<file path="src/rtl/otter_branch_predictor.sv">
// Branch target buffer with per-entry saturating direction counters for the OTTER fetch stage.
// Lookup is combinational from IF_PC; execute-stage updates and statistics are registered.
module otter_branch_predictor #(
    parameter int unsigned ENTRIES   = 16,
    parameter int unsigned CTR_BITS  = 2,
    parameter int unsigned XLEN      = 32,
    parameter int unsigned STAT_BITS = 16
) (
    input  logic                 CLK,
    input  logic                 RESET,
    input  logic [XLEN-1:0]      IF_PC,
    output logic                 PRED_TAKEN,
    output logic [XLEN-1:0]      PRED_TARGET,
    input  logic                 UPD_VALID,
    input  logic [XLEN-1:0]      UPD_PC,
    input  logic                 UPD_TAKEN,
    input  logic [XLEN-1:0]      UPD_TARGET,
    input  logic                 UPD_IS_JUMP,
    input  logic                 UPD_PRED_TAKEN,
    input  logic [XLEN-1:0]      UPD_PRED_TARGET,
    input  logic                 INVALIDATE,
    output logic                 MISPREDICT,
    output logic [STAT_BITS-1:0] UPD_COUNT,
    output logic [STAT_BITS-1:0] MISS_COUNT
);

    localparam int unsigned IDX_BITS = $clog2(ENTRIES);
    localparam int unsigned TAG_BITS = XLEN - 2 - IDX_BITS;

    localparam logic [CTR_BITS-1:0]  CTR_MAX  = '1;
    localparam logic [CTR_BITS-1:0]  CTR_WT   = CTR_BITS'(1) << (CTR_BITS - 1);
    localparam logic [CTR_BITS-1:0]  CTR_WN   = CTR_WT - CTR_BITS'(1);
    localparam logic [STAT_BITS-1:0] STAT_MAX = '1;

    logic [ENTRIES-1:0]  valid_q, valid_d;
    logic [CTR_BITS-1:0] ctr_q [ENTRIES];
    logic [CTR_BITS-1:0] ctr_d [ENTRIES];
    logic [TAG_BITS-1:0] tag_q [ENTRIES];
    logic [XLEN-1:0]     target_q [ENTRIES];

    logic [STAT_BITS-1:0] upd_cnt_q, upd_cnt_d;
    logic [STAT_BITS-1:0] miss_cnt_q, miss_cnt_d;

    logic [IDX_BITS-1:0] if_idx, upd_idx;
    logic [TAG_BITS-1:0] if_tag, upd_tag;
    logic                if_hit, upd_hit;
    logic                tag_we, target_we;

    logic unused_pc_lsb;
    assign unused_pc_lsb = ^{IF_PC[1:0], UPD_PC[1:0]};

    assign if_idx  = IF_PC[IDX_BITS+1:2];
    assign if_tag  = IF_PC[XLEN-1:IDX_BITS+2];
    assign upd_idx = UPD_PC[IDX_BITS+1:2];
    assign upd_tag = UPD_PC[XLEN-1:IDX_BITS+2];

    assign if_hit  = valid_q[if_idx] && (tag_q[if_idx] == if_tag);
    assign upd_hit = valid_q[upd_idx] && (tag_q[upd_idx] == upd_tag);

    always_comb begin
        PRED_TAKEN  = if_hit && ctr_q[if_idx][CTR_BITS-1];
        PRED_TARGET = PRED_TAKEN ? target_q[if_idx] : IF_PC + XLEN'(4);
    end

    assign MISPREDICT = UPD_VALID &&
                        ((UPD_PRED_TAKEN != UPD_TAKEN) ||
                         (UPD_TAKEN && (UPD_PRED_TARGET != UPD_TARGET)));

    always_comb begin
        valid_d   = valid_q;
        ctr_d     = ctr_q;
        tag_we    = 1'b0;
        target_we = 1'b0;
        if (INVALIDATE) begin
            // Coincident update is dropped; ctr/tag/target survive the flush.
            valid_d = '0;
        end else if (UPD_VALID) begin
            if (upd_hit) begin
                if (UPD_IS_JUMP) begin
                    ctr_d[upd_idx] = CTR_MAX;
                    target_we      = 1'b1;
                end else if (UPD_TAKEN) begin
                    if (ctr_q[upd_idx] != CTR_MAX) begin
                        ctr_d[upd_idx] = ctr_q[upd_idx] + CTR_BITS'(1);
                    end
                    target_we = 1'b1;
                end else if (ctr_q[upd_idx] != '0) begin
                    ctr_d[upd_idx] = ctr_q[upd_idx] - CTR_BITS'(1);
                end
            end else if (UPD_TAKEN) begin
                valid_d[upd_idx] = 1'b1;
                ctr_d[upd_idx]   = UPD_IS_JUMP ? CTR_MAX : CTR_WT;
                tag_we           = 1'b1;
                target_we        = 1'b1;
            end
        end
    end

    always_comb begin
        upd_cnt_d  = upd_cnt_q;
        miss_cnt_d = miss_cnt_q;
        if (UPD_VALID && (upd_cnt_q != STAT_MAX)) begin
            upd_cnt_d = upd_cnt_q + STAT_BITS'(1);
        end
        if (MISPREDICT && (miss_cnt_q != STAT_MAX)) begin
            miss_cnt_d = miss_cnt_q + STAT_BITS'(1);
        end
    end

    always_ff @(posedge CLK) begin
        if (RESET) begin
            valid_q    <= '0;
            ctr_q      <= '{default: CTR_WN};
            upd_cnt_q  <= '0;
            miss_cnt_q <= '0;
        end else begin
            valid_q    <= valid_d;
            ctr_q      <= ctr_d;
            upd_cnt_q  <= upd_cnt_d;
            miss_cnt_q <= miss_cnt_d;
        end
    end

    // Tag and target are qualified by valid, so they carry no reset.
    always_ff @(posedge CLK) begin
        if (!RESET) begin
            if (tag_we) begin
                tag_q[upd_idx] <= upd_tag;
            end
            if (target_we) begin
                target_q[upd_idx] <= UPD_TARGET;
            end
        end
    end

    assign UPD_COUNT  = upd_cnt_q;
    assign MISS_COUNT = miss_cnt_q;

endmodule

</file>
<file path="config.mk">
export PLATFORM = sky130hd
export DESIGN_NAME = otter_branch_predictor
export DESIGN_NICKNAME = d
export VERILOG_FILES = /design/src/rtl/otter_branch_predictor.sv
export SDC_FILE = /design/constraint.sdc
export NUM_CORES = 1
export LEC_CHECK = 0
export CAP_MARGIN = 20
export CORE_MARGIN = 5
export CORE_UTILIZATION = 55
export DETAILED_ROUTE_END_ITERATION = 16
export HOLD_SLACK_MARGIN = 0.08
export PLACE_DENSITY = 0.76
export SKIP_CTS_REPAIR_TIMING = 1
export SLEW_MARGIN = 20
export SYNTH_ARGS = -nofsm -noshare
export SYNTH_HDL_FRONTEND = slang
export SYNTH_SLANG_ARGS = --single-unit
</file>
<file path="constraint.sdc">
create_clock -name CLK -period 6.05 [get_ports CLK]
set_input_delay 1.21 -clock CLK [delete_from_list [all_inputs] [get_ports CLK]]
set_output_delay 1.21 -clock CLK [all_outputs]
set_load 0.05 [all_outputs]
</file>
# Yosys cells after proc, flatten, opt, wreduce, memory -nomap -nowiden
# Memory sizes are Yosys's and may differ from the RTL's.
# Index checks and enable logic that the tools add are counted.
[totals]
elab_cells = 101
memories = 2
in_bits = 135
register_bits = 80
mem_bits_rw = 928
[classes]
bitwise = 6
reduce_logical = 16
magnitude_cmp = 6
n_mux = 39
n_eq_ne = 8
addsub = 5
[mem_list]
columns = ["memory", "depth", "word_bits", "rd", "rd_ports_with_merged_regs", "wr", "line", "text"]
rows = [
  ["target_q", 16, 32, 1, 0, 1, "39", "logic [XLEN-1:0] target_q [ENTRIES];"],
  ["tag_q", 16, 26, 2, 0, 1, "38", "logic [TAG_BITS-1:0] tag_q [ENTRIES];"],
]
[ops]
columns = ["operator", "count"]
rows = [
  ["two-way mux 32 bit", 7],
  ["bitwise mux 32 bit", 3],
  ["== test 26 bit", 2],
  ["adder 16 x 1 -> 16 bit, second input constant", 2],
  ["adder 32 x 3 -> 32 bit, second input constant", 1],
  ["!= test 16 bit, second input constant", 2],
  ["!= test 32 bit", 1],
  ["bitwise OR 32 bit", 1],
  ["two-way mux 1 bit", 18],
  ["binary-select mux 2 bit (select 4 bit)", 2],
  ["bitwise OR 16 bit", 1],
  [">= comparator 5 bit, second input constant", 2],
  ["less-than comparator 4 x 5 -> 1 bit, second input constant", 2],
  ["two-way mux 2 bit", 5],
  ["NOT 4 -> 5 bit", 2],
  ["logical AND 1 bit", 9],
  ["binary-select mux 1 bit (select 4 bit)", 2],
  ["demux 2 bit (select 4 bit)", 1],
  ["less-than comparator 5 x 1 -> 1 bit, second input constant", 1],
  ["AND reduction 5 bit", 1],
  ["demux 1 bit (select 4 bit)", 1],
  [">= comparator 4 x 1 -> 1 bit, second input constant", 1],
  ["!= test 4 x 3 -> 1 bit, second input constant", 1],
  ["nonzero test 2 bit", 2],
  ["9 further kinds", 10],
]

# Logic depth before layout (Yosys ltp)
# Gate-level depths: netlist of the first run.
[logic_depth]
word_depth = 10
depth_mapped = 16
ltp_nobuf = 10

# Worst setup path after synthesis of the first run
# OpenSTA, ideal clock, no wires.
[synth_path]
kind = "input to register"
startpoint = "in UPD_PC[3]"
endpoint = "mem target_q[0][0] (enable)"
slack_ns = -0.417
setup_ns = 0.461
t_required_ns = 5.589
arrival_ns = 6.006
n_path_buf = 5
stages = 12
cell_sequence = "buf_6 > buf_6 > buf_6 > buf_2 > mux4_2 > a311oi_1 > o21ai_0 > or4_4 > nor3_4 > a21oi_1 > buf_2 > nor3_1"
[synth_via]
elab_chain_len = 9
elab_cells_between_ends = 11
[synth_lines]
columns = ["element", "line", "text"]
rows = [
  ["start: declaration", "15", "input logic [XLEN-1:0] UPD_PC,"],
  ["memory read (16 x 26 bit) / binary-select mux 1 bit (select 4 bit) (equally long branches)", "n/a", ""],
  ["== test 26 bit / two-way mux 1 bit (equally long branches)", "58", "assign upd_hit = valid_q[upd_idx] && (tag_q[upd_idx] == upd_tag);"],
  ["logical AND 1 bit", "58", ""],
  ["two-way mux 1 bit", "78", "if (upd_hit) begin"],
  ["two-way mux 1 bit", "77", "end else if (UPD_VALID) begin"],
  ["two-way mux 1 bit", "74", "if (INVALIDATE) begin"],
  ["two-way mux 1 bit", "130", "if (target_we) begin"],
  ["two-way mux 1 bit", "126", "if (!RESET) begin"],
  ["two-way mux 1 bit (implied by the code)", "131", "target_q[upd_idx] <= UPD_TARGET;"],
  ["end: declaration", "39", ""],
]
# Several ways; a longest one is shown, not always the timed one. The select of a mux whose other input is x is not followed.

# Worst setup path after layout of the first run
[layout_path]
startpoint = "in IF_PC[2]"
endpoint = "out PRED_TARGET[6]"
[layout_via]
elab_chain_len = 6
elab_cells_between_ends = 13
[layout_lines]
columns = ["element", "line", "text"]
rows = [
  ["start: declaration", "11", "input logic [XLEN-1:0] IF_PC,"],
  ["parallel branches: the longest is 5 deep, another holds memory read (16 x 26 bit)", "n/a", ""],
  ["two-way mux 32 bit *", "62", "PRED_TARGET = PRED_TAKEN ? target_q[if_idx] : IF_PC + XLEN'(4);"],
  ["end: declaration", "13", "output logic [XLEN-1:0] PRED_TARGET,"],
]
# Every way passes the cells marked *. The select of a mux whose other input is x is not followed.

==> metrics.cfg, run 1 <==
[global_route]
grt.total_usage = 0.280
antenna_found_initial = 10
grt_pass1_vias = 26172
grt_overflow_total = 0
grt_max_degree = 132
grt_pass1_wl_um = 177000

[hold_path]
hold_class = flip-flop to flip-flop
whs_path_depth = 2

[cts]
cts_made_buffers = 100
root_buffer = clkbuf_16
path_clk_slew_ns = 0.06
cts_tree = yes
clockBufferDepth = 3
clkLatencyLatePin_ns = 0.67
htreeDepth = 3
clkSinkCount = 1008

[worst_setup_path]
slowest_delay_ns = 0.57
endpoint = PRED_TARGET[6]
cp-end-kind = primary output
slowest_stage = mux4_2
r2r_slack_ns = 1.76
crit_buf_inv = 4
rr_startpoint = tag_q[13][4]$_DFFE_PP_
path_cells = buf_8, buf_4, mux4_2, mux4_2, xnor2_1, nand4_1, nor4bb_1, nand3_2, buf_12, mux2_1, buf_12
reg2regPathDepth = 11
rr_endpoint = tag_q[8][9]$_DFFE_PP_
crit_family = multiplexers
path_depth = 11
cp.arrival_ns = 4.73
critPathMaxFanout = 32
setup.worst_path.start = IF_PC[2]
crit_path_start_kind = input port
required_ns = 4.84
crit_type = input port to primary output

[yosys]
synth_area_um2 = 44600
seq_area_frac_synth = 0.660
ys.flop_type = edfxtp_1
synth_edf_count = 928
synthCells = 2355
ys_warn_count = 0
synth-async-reset-ratio = 0
syn_avg_cell_area_um2 = 18.9
synth_seq_cells = 1008
syn-num-nets = 2495
synth.distinct_cells = 74

[layout]
drive_gt1_frac = 0.291
mostFrequentLayoutCells = edfxtp_1 (928), mux4_2 (380), clkdlybuf4s50_1 (156)
final_common_cell = edfxtp_1
nets = 2769
final_core_util = 0.651
syn_to_final_growth_pct = 17.5
fin_cells = 3784

[run_status]
outcome = finished clean

[placed_design]
gp_congestion = 0.889
hpwl_um = 73700
port_buffers = 198
dp.cells = 3587

[floorplanning]
dieArea_um2 = 86900
ioPinCount = 201
core-area_um2 = 80500
die_h_um = 295
rows = 104
chipWidth_um = 295
initial_core_util = 0.554

[route]
wl_per_cell_um = 32.3
first_pass_iters = 6
ant_nets = 0
postRouteWirelength_um = 122000
drt_iter0_drc = 3059
viasPerCell = 6.77
drc = 0
dr_total_vias = 25610

[power]
leakage_nw = 16.7
power.total_w = 0.0152
ir_drop_mv = 0.217
p_per_area_nw_per_um2 = 291

[job]
maxCapViolations = 0

[timing]
setup_viol = 0
slew_violations = 0
maxSlewHeadroom = 0.262
fin_crit_ns = 5.94
finalHoldViolations = 0
holdWs_ns = 0.484
timing.fmax_ghz = 0.168
period_share = 0.982
rsz0062_at_grt = false
tightestPinTransition_ns = 1.10
skew_ns = 0.0461

worst min-delay path by stage:
| stage | startpoint | end | slack, ns |
|---|---|---|---|
| floorplan | valid_q[6]$_SDFFE_PP0P_ | valid_q[6]$_SDFFE_PP0P_ | 0.44 |
| global placement | valid_q[6]$_SDFFE_PP0P_ | valid_q[6]$_SDFFE_PP0P_ | 0.46 |
| detailed placement | valid_q[0]$_SDFFE_PP0P_ | valid_q[0]$_SDFFE_PP0P_ | 0.47 |
| CTS | valid_q[0]$_SDFFE_PP0P_ | valid_q[0]$_SDFFE_PP0P_ | 0.48 |
| global route | valid_q[7]$_SDFFE_PP0P_ | valid_q[7]$_SDFFE_PP0P_ | 0.51 |
| finish | valid_q[1]$_SDFFE_PP0P_ | valid_q[1]$_SDFFE_PP0P_ | 0.48 |
registers in the layout (all words and copies together), names as in the netlist:
| register | count |
|---|---|
| tag_q | 416 |
| valid_q | 16 |
| target_q | 512 |
| UPD_COUNT | 16 |
| ctr_q | 32 |
| MISS_COUNT | 16 |
area by class of cell:
type | instances | area (µm²)
Antenna cell | 7 | 17.5
Timing Repair Buffer | 318 | 3600
Sequential cell | 1008 | 29500
Multi-Input combinational cell | 1181 | 14500
Inverter | 20 | 75.1
Clock inverter | 63 | 732
Tap cell | 1060 | 1330
Fill cell | 5160 | 28100
Clock buffer | 127 | 2670
where the power goes:
part	switching [W]	internal (W)
combinational	0.000705	0.000534
clock	0.00267	0.00368
sequential	0.0000140	0.00763
layer usage:
layer  part of all wire  vias to the layer above  global-route usage
met2               0.47                     1693               0.435
met3               0.13                      220               0.101
met1               0.36                    13271               0.384
li1                   -                    10418                   -
met5            0.00044                        -                   0
met4              0.027                        8              0.0753
cells by family after synthesis:
kind of cell,share of synthesized area
and+or+nand+nor,0.0399
muxes,0.222
buffers and inverters,0.0196
adders and majority gates,0.00140
xor gates and xnor gates,0.0267
DFF,0.660
AOI/OAI and AO/OA,0.0303
through the flow:
stage | TNS [ns] | setup slack (ns) | cell area, µm²
floorplan | -178.78 | -0.417 | 44600
global placement | 0 | 0.138 | 49000
detailed placement | 0 | 0.161 | 49000
CTS | 0 | 0.139 | 52400
global route | 0 | 0.00374 | 52400
finish | 0 | 0.112 | 52400
tightest hold or removal path, stage by stage (launching register included):
cell     delay [ns]
dfxtp_1        0.32
nand2_1        0.05
o21ai_0        0.06
cells in the mapped netlist (19+ instances only):
cell type | instances | share of area
clkbuf_1 | 57 | 0.0048
mux2_2 | 33 | 0.0083
o21ai_0 | 37 | 0.0042
buf_1 | 19 | 0.0016
xnor2_1 | 66 | 0.013
nand3_1 | 43 | 0.0048
buf_2 | 40 | 0.0045
mux4_2 | 380 | 0.19
xor2_1 | 70 | 0.014
nor2_1 | 79 | 0.0066
edfxtp_1 | 928 | 0.62
dfxtp_1 | 80 | 0.036
mux2i_1 | 76 | 0.017
nand2_1 | 89 | 0.0075
nor3_1 | 36 | 0.0040
Power figures use the tool's default switching activity.
==> run 2, diff against run 1 <==
--- a/config.mk
+++ b/config.mk
@@ -6,11 +6,13 @@
 export NUM_CORES = 1
 export LEC_CHECK = 0
 export CAP_MARGIN = 20
+export CELL_PAD_IN_SITES_DETAIL_PLACEMENT = 0
+export CELL_PAD_IN_SITES_GLOBAL_PLACEMENT = 1
 export CORE_MARGIN = 5
-export CORE_UTILIZATION = 55
+export CORE_UTILIZATION = 48
 export DETAILED_ROUTE_END_ITERATION = 16
 export HOLD_SLACK_MARGIN = 0.08
-export PLACE_DENSITY = 0.76
+export PLACE_DENSITY_LB_ADDON = 0.1
 export SKIP_CTS_REPAIR_TIMING = 1
 export SLEW_MARGIN = 20
 export SYNTH_ARGS = -nofsm -noshare
==> run 2 against run 1 <==
  * Clock skew shrank 0.028 ns
  * Flip-flop and latch count is the same
  * Final area grew 1.2%
  * Via count shrank 0.90%
  * Core utilization shrank 7.4 points
  * Clock-buffer cell count shrank 1
  * Sequential power is essentially flat
  * Critical path depth is the same
  * Total power grew 0.66%
  * Critical path type unchanged
==> metrics.cfg, run 2 (synthesis results as in run 1) <==
[run_status]
outcome = finished clean

[hold_path]
hold_class = flip-flop to flip-flop

[worst_setup_path]
crit_path_start_kind = input port
required_ns = 4.84  ; about the same
crit_top_cell = buf_12
critPathMaxFanout = 32  ; unchanged
crit_type = input port to primary output
path_cells = buf_8, buf_12, buf_12, mux4_2, mux4_2, xnor2_2, nor4bb_1, nand3_2, buf_12, mux2_1, buf_4
slowest_stage = mux4_2
cp.arrival_ns = 4.73  ; about the same
slowest_delay_ns = 0.58  ; about the same
cp-end-kind = primary output
crit_buf_inv = 5  ; +1
crit_family = multiplexers

[layout]
final_core_util = 0.577  ; -0.0740
nets = 2803  ; +1.2%
largest_reg_flops = 512  ; unchanged
multi_input_area_um2 = 14500  ; +0.15%
nFillCells = 6931  ; +34%
reg_top3 = target_q: 512 flops, tag_q: 416 flops, ctr_q: 32 flops
regMostFlops = target_q
regArea_um2 = 29500  ; unchanged
final_common_cell = edfxtp_1
drive_gt1_frac = 0.296  ; +0.00568
mostFrequentLayoutCells = edfxtp_1 (928), mux4_2 (380), clkdlybuf4s50_1 (156)
syn_to_final_growth_pct = 18.8

[timing]
timing.fmax_ghz = 0.168  ; -0.11%
fin_crit_ns = 5.94  ; +0.00631 ns
setup_viol = 0  ; unchanged
tightestPinTransition_ns = 1.09  ; -0.0135 ns
skew_ns = 0.0185  ; -0.0276 ns
rsz0062_at_grt = false
slew_violations = 0  ; unchanged
finalHoldViolations = 0  ; unchanged
maxSlewHeadroom = 0.273  ; +0.0107
period_share = 0.983  ; +0.00104

[cts]
root_buffer = clkbuf_16
clockBufferDepth = 3  ; unchanged
htreeDepth = 3  ; unchanged
path_clk_slew_ns = 0.06  ; about the same
cts_tree = yes
clkSinkCount = 1008  ; unchanged
cts_made_buffers = 105  ; +5.0%
clkLatencyLatePin_ns = 0.67  ; about the same

[power]
p_clk_frac = 0.419  ; +0.002
combPwrFrac = 0.082  ; about the same
ir_drop_mv = 0.213  ; -1.7%
p_per_area_nw_per_um2 = 289  ; -0.50%
power.internal_w = 0.0119  ; +0.64%
p_seq_frac = 0.499  ; -0.003
leakage_nw = 16.9  ; +1.4%
p_sw_frac = 0.222  ; about the same
power.total_w = 0.0153  ; +0.66%
power.switching_w = 0.00341  ; +0.73%

[route]
postRouteWirelength_um = 126000  ; +2.6%
drt_iter0_drc = 2549  ; -17%
ant_nets = 0  ; unchanged
drc = 0  ; unchanged
dr_total_vias = 25379  ; -0.90%
first_pass_iters = 5  ; -1
viasPerCell = 6.34  ; -6.3%
wl_per_cell_um = 31.4  ; -2.9%

[floorplanning]
die_h_um = 315  ; +6.8%
initial_core_util = 0.485  ; -0.0687
chipWidth_um = 315  ; +6.8%
rows = 111  ; +6.7%
ioPinCount = 201  ; unchanged
core-area_um2 = 91900  ; +14%
dieArea_um2 = 99200  ; +14%

[global_route]
grt_max_degree = 113  ; -14%
grt_pass1_wl_um = 181000  ; +2.6%
grt.total_usage = 0.253  ; -0.0275
grt_overflow_total = 0  ; unchanged
grt_pass1_vias = 25874  ; -1.1%
antenna_found_initial = 8  ; -2

[placed_design]
port_buffers = 198  ; unchanged
hpwl_um = 77900  ; +5.6%
gp_congestion = 0.847  ; -4.7%

[job]
maxCapViolations = 0  ; unchanged

## run 2: routing by layer
| layer | up-vias | share of wire | GRT usage |
|---|---|---|---|
| met5 | - | 0.00036 | 0 |
| met4 | 8 | 0.025 | 0.0587 |
| met3 | 182 | 0.093 | 0.0624 |
| met2 | 1210 | 0.46 | 0.384 |
| met1 | 13471 | 0.42 | 0.375 |
| li1 | 10508 | - | - |
## run 2: power by group through the flow
stage	sequential (W)	clock (W)	combinational (W)
after global routing	0.00764	0.00683	0.00133
after detailed placement	0.00779	0	0.00126
after global placement	0.00779	0	0.00125
after CTS	0.00764	0.00653	0.00126
final	0.00764	0.00643	0.00126
after floorplan	0.00780	0	0.000683
## run 2: metrics by stage
stage | hold slack (ns) | TNS (ns) | cell area [µm²] | std cells | setup WS [ns]
after detailed placement | 0.469 | 0 | 49500 | 3797 | 0.0120
after CTS | 0.483 | -0.0242 | 52900 | 3997 | -0.0242
after global routing | 0.503 | 0 | 53000 | 3999 | 0.0217
final | 0.485 | 0 | 53000 | 4001 | 0.105
after floorplan | 0.439 | -178.78 | 44600 | 2355 | -0.417
after global placement | 0.464 | 0 | 49400 | 3793 | 0.0496
## run 2: final timing paths
path,to,cells after the start,startpoint,slack (ns)
worst max-delay path,PRED_TARGET[6],11,IF_PC[2],0.11
worst min-delay path,valid_q[2]$_SDFFE_PP0P_,2,valid_q[2]$_SDFFE_PP0P_,0.48
worst max register to register,target_q[3][25]$_DFFE_PP_,9,tag_q[12][4]$_DFFE_PP_,1.84
worst min register to register,valid_q[2]$_SDFFE_PP0P_,2,valid_q[2]$_SDFFE_PP0P_,0.48
## run 2: tightest hold or removal path, cell delays in order, from the launching register on
cell and delay [ns]:
dfxtp_1 0.34, nand2_1 0.05, o21ai_0 0.06
## run 2: cell type report
cell class / instances / area share
clock inverters: 74 / 0.0126
clock buffers: 126 / 0.0522
well taps: 1243 / 0.0293
repair buffers: 347 / 0.0744
flip-flops and latches: 1008 / 0.556
multi-input cells: 1181 / 0.274
inverters: 20 / 0.00142
diodes: 2 / 0.0000944
